**src/rtl/redmule_row_sched.sv**
```systemverilog
// Row sequencer for one RedMulE row: issues operand beats, tracks them through the
// fixed-latency CE chain and hands finished results out under valid/ready backpressure.
module redmule_row_sched #(
  parameter int unsigned Height      = 4,
  parameter int unsigned NumPipeRegs = 2,
  parameter int unsigned CntW        = 16
) (
  input  logic            clk_i,
  input  logic            rst_ni,
  input  logic            cfg_valid_i,
  output logic            cfg_ready_o,
  input  logic [CntW-1:0] cfg_beats_i,
  input  logic            beat_valid_i,
  output logic            beat_ready_o,
  output logic            row_in_valid_o,
  output logic            row_reg_enable_o,
  output logic            row_flush_o,
  output logic            z_valid_o,
  input  logic            z_ready_i,
  input  logic            abort_i,
  output logic            busy_o,
  output logic            done_o,
  output logic [CntW-1:0] issued_o,
  output logic [CntW-1:0] produced_o
);

  localparam int unsigned Latency = Height * (NumPipeRegs + 1);
  localparam logic [CntW-1:0] One = {{(CntW-1){1'b0}}, 1'b1};

  typedef enum logic [1:0] {
    IDLE  = 2'd0,
    RUN   = 2'd1,
    DRAIN = 2'd2,
    DONE  = 2'd3
  } state_e;

  state_e            state;
  logic [Latency-1:0] vld;
  logic [Latency-1:0] vld_nxt;
  logic [CntW-1:0]   beats;
  logic [CntW-1:0]   issued;
  logic [CntW-1:0]   produced;
  logic [CntW-1:0]   issued_inc;
  logic [CntW-1:0]   produced_inc;
  logic              done;
  logic              flush;
  logic              advance;
  logic              beat_ready;
  logic              beat_fire;
  logic              delivery;
  logic              aborting;

  // Handshake and pipeline-advance decode; the whole row freezes only while a result waits.
  always_comb begin
    advance      = !(vld[Latency-1] && !z_ready_i);
    beat_ready   = (state == RUN) && advance && (issued < beats);
    beat_fire    = beat_valid_i && beat_ready;
    delivery     = vld[Latency-1] && z_ready_i;
    aborting     = abort_i && (state != IDLE);
    issued_inc   = issued + One;
    produced_inc = produced + One;
  end

  // Next valid-shift contents when the row advances; bubbles shift in as zeros.
  always_comb begin
    vld_nxt    = vld;
    vld_nxt[0] = beat_fire;
    for (int i = 1; i < Latency; i++) begin
      vld_nxt[i] = vld[i-1];
    end
  end

  // Scheduler FSM, valid tracker and job counters.
  always_ff @(posedge clk_i or negedge rst_ni) begin
    if (!rst_ni) begin
      state    <= IDLE;
      vld      <= '0;
      beats    <= '0;
      issued   <= '0;
      produced <= '0;
      done     <= 1'b0;
      flush    <= 1'b0;
    end else begin
      done  <= 1'b0;
      flush <= 1'b0;
      if (aborting) begin
        // Abort wins over every same-cycle handshake; in-flight beats are discarded.
        state    <= IDLE;
        vld      <= '0;
        issued   <= '0;
        produced <= '0;
        flush    <= 1'b1;
      end else begin
        if (advance) begin
          vld <= vld_nxt;
        end else begin
          vld <= vld;
        end
        case (state)
          IDLE: begin
            if (cfg_valid_i) begin
              beats    <= cfg_beats_i;
              issued   <= '0;
              produced <= '0;
              if (cfg_beats_i == '0) begin
                state <= DONE;
                done  <= 1'b1;
              end else begin
                state <= RUN;
              end
            end else begin
              state <= IDLE;
            end
          end
          RUN: begin
            if (beat_fire) begin
              issued <= issued_inc;
              if (issued_inc == beats) begin
                state <= DRAIN;
              end else begin
                state <= RUN;
              end
            end else begin
              state <= RUN;
            end
            if (delivery && (produced < beats)) begin
              produced <= produced_inc;
            end else begin
              produced <= produced;
            end
          end
          DRAIN: begin
            if (delivery && (produced < beats)) begin
              produced <= produced_inc;
              if (produced_inc == beats) begin
                state <= DONE;
                done  <= 1'b1;
              end else begin
                state <= DRAIN;
              end
            end else begin
              state <= DRAIN;
            end
          end
          DONE: begin
            state <= IDLE;
          end
          default: begin
            state <= IDLE;
          end
        endcase
      end
    end
  end

  assign cfg_ready_o      = (state == IDLE);
  assign busy_o           = (state != IDLE);
  assign beat_ready_o     = beat_ready;
  assign row_in_valid_o   = beat_fire;
  assign row_reg_enable_o = advance;
  assign row_flush_o      = flush;
  assign z_valid_o        = vld[Latency-1];
  assign done_o           = done;
  assign issued_o         = issued;
  assign produced_o       = produced;

endmodule

```
**config.mk**
```make
export PLATFORM = sky130hd
export DESIGN_NAME = redmule_row_sched
export DESIGN_NICKNAME = d
export VERILOG_FILES = /design/src/rtl/redmule_row_sched.sv
export SDC_FILE = /design/constraint.sdc
export NUM_CORES = 1
export LEC_CHECK = 0
export ABC_AREA = 1
export BUFFER_PORTS_ARGS = -buffer_cell sky130_fd_sc_hd__buf_2
export CORE_AREA = 2 2 123 125
export CTS_BUF_LIST = sky130_fd_sc_hd__clkbuf_16
export DETAILED_ROUTE_END_ITERATION = 6
export DIE_AREA = 0 0 125 127
export PLACE_DENSITY = 0.56
export SLEW_MARGIN = 20
export SYNTH_ARGS = -nofsm -noshare
export SYNTH_HDL_FRONTEND = slang
export SYNTH_SLANG_ARGS = --single-unit
```
**constraint.sdc**
```tcl
create_clock -name clk_i -period 3.9 [get_ports clk_i]
set_input_delay 0.195 -clock clk_i [delete_from_list [all_inputs] [get_ports clk_i]]
set_output_delay 0.195 -clock clk_i [all_outputs]
set_load 0.02 [all_outputs]
```
## Word-level counts from Yosys, hierarchy flattened

Index checks and enable logic that the tools add are counted.

| cells by class | value |
|---|---|
| shift operators | 0 |
| add/subtract/negate cells | 2 |
| magnitude comparators | 2 |
| mux-type cells | 24 |
| multipliers | 0 |
| eq/ne operators | 9 |
| reductions and logical operators | 18 |
| bitwise logic cells | 1 |
| divide/modulo/power cells | 0 |

Operators with widths:

| cell | count |
|---|---|
| two-way mux 16 bit | 5 |
| case mux 16 bit (2 select lines) | 2 |
| adder 16 x 1 -> 16 bit (second input constant) | 2 |
| equality test 16 bit | 2 |
| less-than comparator 16 bit | 2 |
| two-way mux 12 bit | 2 |
| logical NOT 16 bit | 1 |
| two-way mux 2 bit | 6 |
| AND reduction 3 bit | 3 |
| case mux 2 bit (4 select lines) | 1 |
| logical AND 1 bit | 7 |
| two-way mux 1 bit | 7 |
| nonzero test 3 bit | 2 |
| equality test 2 bit (second input constant) | 2 |
| != test 3 x 1 -> 1 bit (second input constant) | 1 |
| != test 3 x 2 -> 1 bit (second input constant) | 1 |
| != test 3 bit (second input constant) | 1 |
| equality test 2 x 1 -> 1 bit (second input constant) | 1 |
| logical NOT 1 bit | 2 |
| logical NOT 2 bit | 1 |
| != test 2 bit (second input constant) | 1 |
| case mux 1 bit (2 select lines) | 1 |
| nonzero test 2 bit | 1 |
| OR reduction 2 bit | 1 |
| NOT 1 bit | 1 |

| word-level totals | value |
|---|---|
| bits in writable memories | 0 |
| register bits | 64 |
| bits in latches | 0 |
| input bits | 22 |
| bits in read-only memories | 0 |
| memories kept | 0 |
| logic and storage cells | 63 |

## Longest topological paths before layout

| logic depth | value |
|---|---|
| depth in word-level cells | 9 |
| mapped depth | 16 |
| gate-level depth less buffers | 16 |

## Worst setup path before layout

Ideal clock, no wire load.

| path | value |
|---|---|
| kind | register to register |
| start | register state[0] |
| end | register produced[13], in the netlist produced_o[13] |
| arrival | 1.962 ns |
| cell stages (with the launch flop) | 11 |
| path slack | 1.856 ns |
| cells stage by stage | dfrtp_1 > inv_1 > ha_1 > inv_1 > nor2_1 > or2_2 > nand2_1 > a21boi_2 > buf_2 > nand4_1 > o21ai_0 |

| on the way | value |
|---|---|
| elaborated cells between the ends (all ways) | 12 |
| those cells by class | eq/ne: 4; mux: 2; reduce/logical: 6 |

RTL lines:

| element | line | text |
|---|---|---|
| start: declaration | 37 | `state_e state;` |
| start signal: assignment | 76 | `state <= IDLE;` |
| start signal: assignment | 88 | `state <= IDLE;` |
| start signal: assignment | 106 | `state <= DONE;` |
| logical NOT 2 bit * | n/a |  |
| via cfg_ready_o | 11 | `output logic cfg_ready_o,` |
| != test 3 x 2 -> 1 bit (no line) (tied with other cells) | n/a |  |
| AND reduction 3 bit (no line) / two-way mux 16 bit (equally long branches) | n/a |  |
| end signal: assignment | 127 | `produced <= produced_inc;` |
| end signal: assignment | 129 | `produced <= produced;` |
| end signal: assignment | 134 | `produced <= produced_inc;` |
| end: declaration | 42 | `logic [CntW-1:0] produced;` |

The timed path passes the listed nets; every way through them passes the cells marked *.
A chain may end at the register's enable or synchronous reset.

## Worst setup path in the final report

| path | value |
|---|---|
| start | register beats[5] |
| end | register issued[13], in the netlist issued_o[13] |

| on the way | value |
|---|---|
| cells in the longest elaborated chain, start to end | 5 |

RTL lines:

| element | line | text |
|---|---|---|
| start: declaration | 40 | `logic [CntW-1:0] beats;` |
| start signal: assignment | 102 | `beats <= cfg_beats_i;` |
| less-than comparator 16 bit | 56 | `beat_ready = (state == RUN) && advance && (issued < beats);` |
| logical AND 1 bit | 56 |  |
| logical AND 1 bit | 57 | `beat_fire = beat_valid_i && beat_ready;` |
| != test 3 bit (no line) | n/a |  |
| AND reduction 3 bit (no line) | n/a |  |
| end signal: assignment | 117 | `issued <= issued_inc;` |
| end: declaration | 41 | `logic [CntW-1:0] issued;` |

Every way passes these cells.

==> out/summary.txt <==
power per cell area - 607 nW/um^2
Async SR Flop Fraction - 100%
worst-margin pin slew - 0.957 ns
Tot GR Track Use - 18.6%
CP Data Required Time - 4.09 ns
Flop pwr share - 28.4%
IO Port Bufs - 61
nets - 820
headroom to the max-slew limit - 36.2%
wire length per cell - 15.1 um
Detailed Routing Iterations Pass 1 - 4
first-pass GRT wire length - 23400 um
Post-synth EDFFs - 0
post-route ant nets - 0
vias in the first global route - 4529
Seq/Total Area, Yosys - 33.1%
TNS Setup - 0 ns
largest net degree at the start of global routing - 42
Synth Area in XOR/XNOR - 2.58%
Leak - 2.84 nW
worst hold slack - 0.0142 ns
fin. max-slew vios - 0
IO Pins - 62
Skew-Pair Late Insertion Delay - 0.34 ns
site row count - 44
Layout Skew - 0.00454 ns
status - finished, final reports clean
Inserted Clock Buffers - 9
die area - 15900 um^2
largest family of logic cells by synthesized area - simple AND/OR/NAND/NOR gates
Netlist cell types - 38
Antenna Diode Count - 0
average vias per placed instance - 4.92
Net Count, Synth - 755
total gr overflow - 0
die height - 127 um
WS Path Type - reg -> reg
P_sw - 1.53 mW
Compound-Gate Fraction of Synth Area - 10.4%
clock share of power - 27.5%
Setup crit end kind - register
final hold vios - 0
Hold Path Class - in -> async
Primary FF master, synth - dfrtp_1
DR iter-0 viols - 378
Design Power - 3.46 mW
setup bufs post-CTS - 0
fin crit share - 65.0%
crit path max fanout - 32
synth warn - 0
CP startpoint kind - register
final setup violation count - 0
initial antenna violation count - 0
Core Footprint - 14400 um^2
initial core utilization - 33.6%
Post-Synth Adder-Cell Area - 9.82%
Cell Area, Synth - 4840 um^2
DP Wirelength - 11200 um
Gate power share - 44.1%
Post-Synthesis Cells - 695
CTS resizes - 0
number of max-cap violations - 0
CTS tree - built
GP Congestion - 0.825
DR vias - 4671
RSZ-0062 raised after global routing - no
WP data arrival - 2.72 ns
fmax - 395 MHz
share of cells above drive strength 1 - 14.0%
clk root buf - clkbuf_16
post-synthesis mux area share - 0.233%
Synth Area in Simple Gates - 36.0%
dpl cell area - 5350 um^2
CTS Buffer Depth - 2
syn avg cell area - 6.97 um^2
post-layout util - 39.5%
Post-Layout Inst Area - 5700 um^2
Final min period - 2.53 ns
clk sinks - 64
flops & latches, synth - 64
H-Tree Depth - 3
Reg clk slew, reported paths - 0.06 ns
hold_buf cts - 0
Syn-to-layout area delta - 17.7%
Net Sw Frac - 44.1%
Routed WL - 14300 um
Die W - 125 um
worst vdd ir - 0.278 mV
Internal Power - 1.93 mW
drt drc - 0
-- Yosys cell counts (6+ instances only) --
library cell	n	area (um^2)
nand2_1	185	694
inv_1	88	330
nor2_1	85	319
nand3_1	68	340
dfrtp_1	64	1600
ha_1	38	475
a21oi_1	36	180
o21ai_0	29	145
nand4_1	21	131
o22ai_1	17	106
nor2_2	7	43.8
nor3_1	6	30.0
-- layer usage --
layer	up-vias	part of all wire [%]	track usage, %
met4	0	1.3	5.03
li1	2436	-	-
met3	15	3.5	2.51
met5	-	0	0
met2	82	46	31.3
met1	2138	49	25.2
-- registers in the layout (all words and copies together) (netlist names) --
signal       flops
beats           16
done_o           1
issued_o        16
produced_o      16
row_flush_o      1
state            2
vld             12
-- path summary, 6_finish.rpt --
path | from | end | slack [ns] | depth (start not counted)
max in group asynchronous | rst_ni | beats[3]$_DFFE_PN0P_ | 3.00 | 2
worst min-delay path | rst_ni | produced_o[14]$_DFFE_PN0P_ | 0.01 | 1
min in group clk_i | cfg_beats_i[0] | beats[0]$_DFFE_PN0P_ | 0.11 | 2
worst min register to register | vld[6]$_DFFE_PN0P_ | vld[7]$_DFFE_PN0P_ | 0.52 | 2
worst max register to register | beats[5]$_DFFE_PN0P_ | issued_o[13]$_DFFE_PN0P_ | 1.37 | 12
worst max-delay path | beats[5]$_DFFE_PN0P_ | issued_o[13]$_DFFE_PN0P_ | 1.37 | 12
-- layout by cell type (no fill, tap or decap), drive strengths merged --
cell type,Yosys,layout
nand2,190,190
nor2,98,98
inv,89,89
nand3,69,69
dfrtp,64,64
buf,5,64
ha,38,38
a21oi,37,37
o21ai,32,32
nand4,21,21
o22ai,17,17
clkbuf,5,9
nor3,6,6
nor4,5,5
xnor3,4,4
xor2,3,3
bufinv,0,3
clkinv,0,3
and2,2,2
o21bai,1,1
o21a,1,1
xnor2,1,1
nand3b,1,1
and3,1,1
o211ai,1,1
or2,1,1
a21boi,1,1
o31ai,1,1
mux2,1,1
clkinvlp,0,1
-- critical path: stages (launching register included) --
cell and delay (ns):
dfrtp_1 0.41, inv_1 0.16, ha_1 0.27, a21oi_1 0.13, nor2_1 0.05, nor3_1 0.15, nand2_1 0.12, nand2_1 0.10
nand3_1 0.12, o211ai_1 0.11, inv_1 0.09, nor2_4 0.50, o21ai_0 0.16
-- power groups by stage --
stage	clock network, mW	registers [mW]	logic, mW
2_1_floorplan	0	0.975	1.08
5_1_grt	1.00	1.00	1.73
4_1_cts	0.976	0.982	1.53
3_3_place_gp	0	0.987	1.52
3_5_place_dp	0	0.994	1.52
6_report	0.953	0.984	1.52
-- cell type report --
class / instances / area [um^2]
clock buffer: 9 / 225
clock inverter: 7 / 120
fill: 1592 / 8730
inverter: 89 / 334
multi-input combinational: 532 / 2860
sequential: 64 / 1600
tap: 184 / 230
timing repair buffer: 64 / 328
-- per-stage QoR --
stage               std cells  worst slack [ns]
floorplan                 695              1.86
global placement          933              1.44
detailed placement        933              1.41
CTS                       949              1.38
global route              949              1.06
finish                    949              1.37
-- logic make-up after synthesis --
logic type / Yosys count
compound gates: 91
xor+xnor: 8
fa+ha+maj: 38
buf+inv: 99
flops: 64
mux: 1
simple gates: 394
Power figures use the tool's default switching activity.
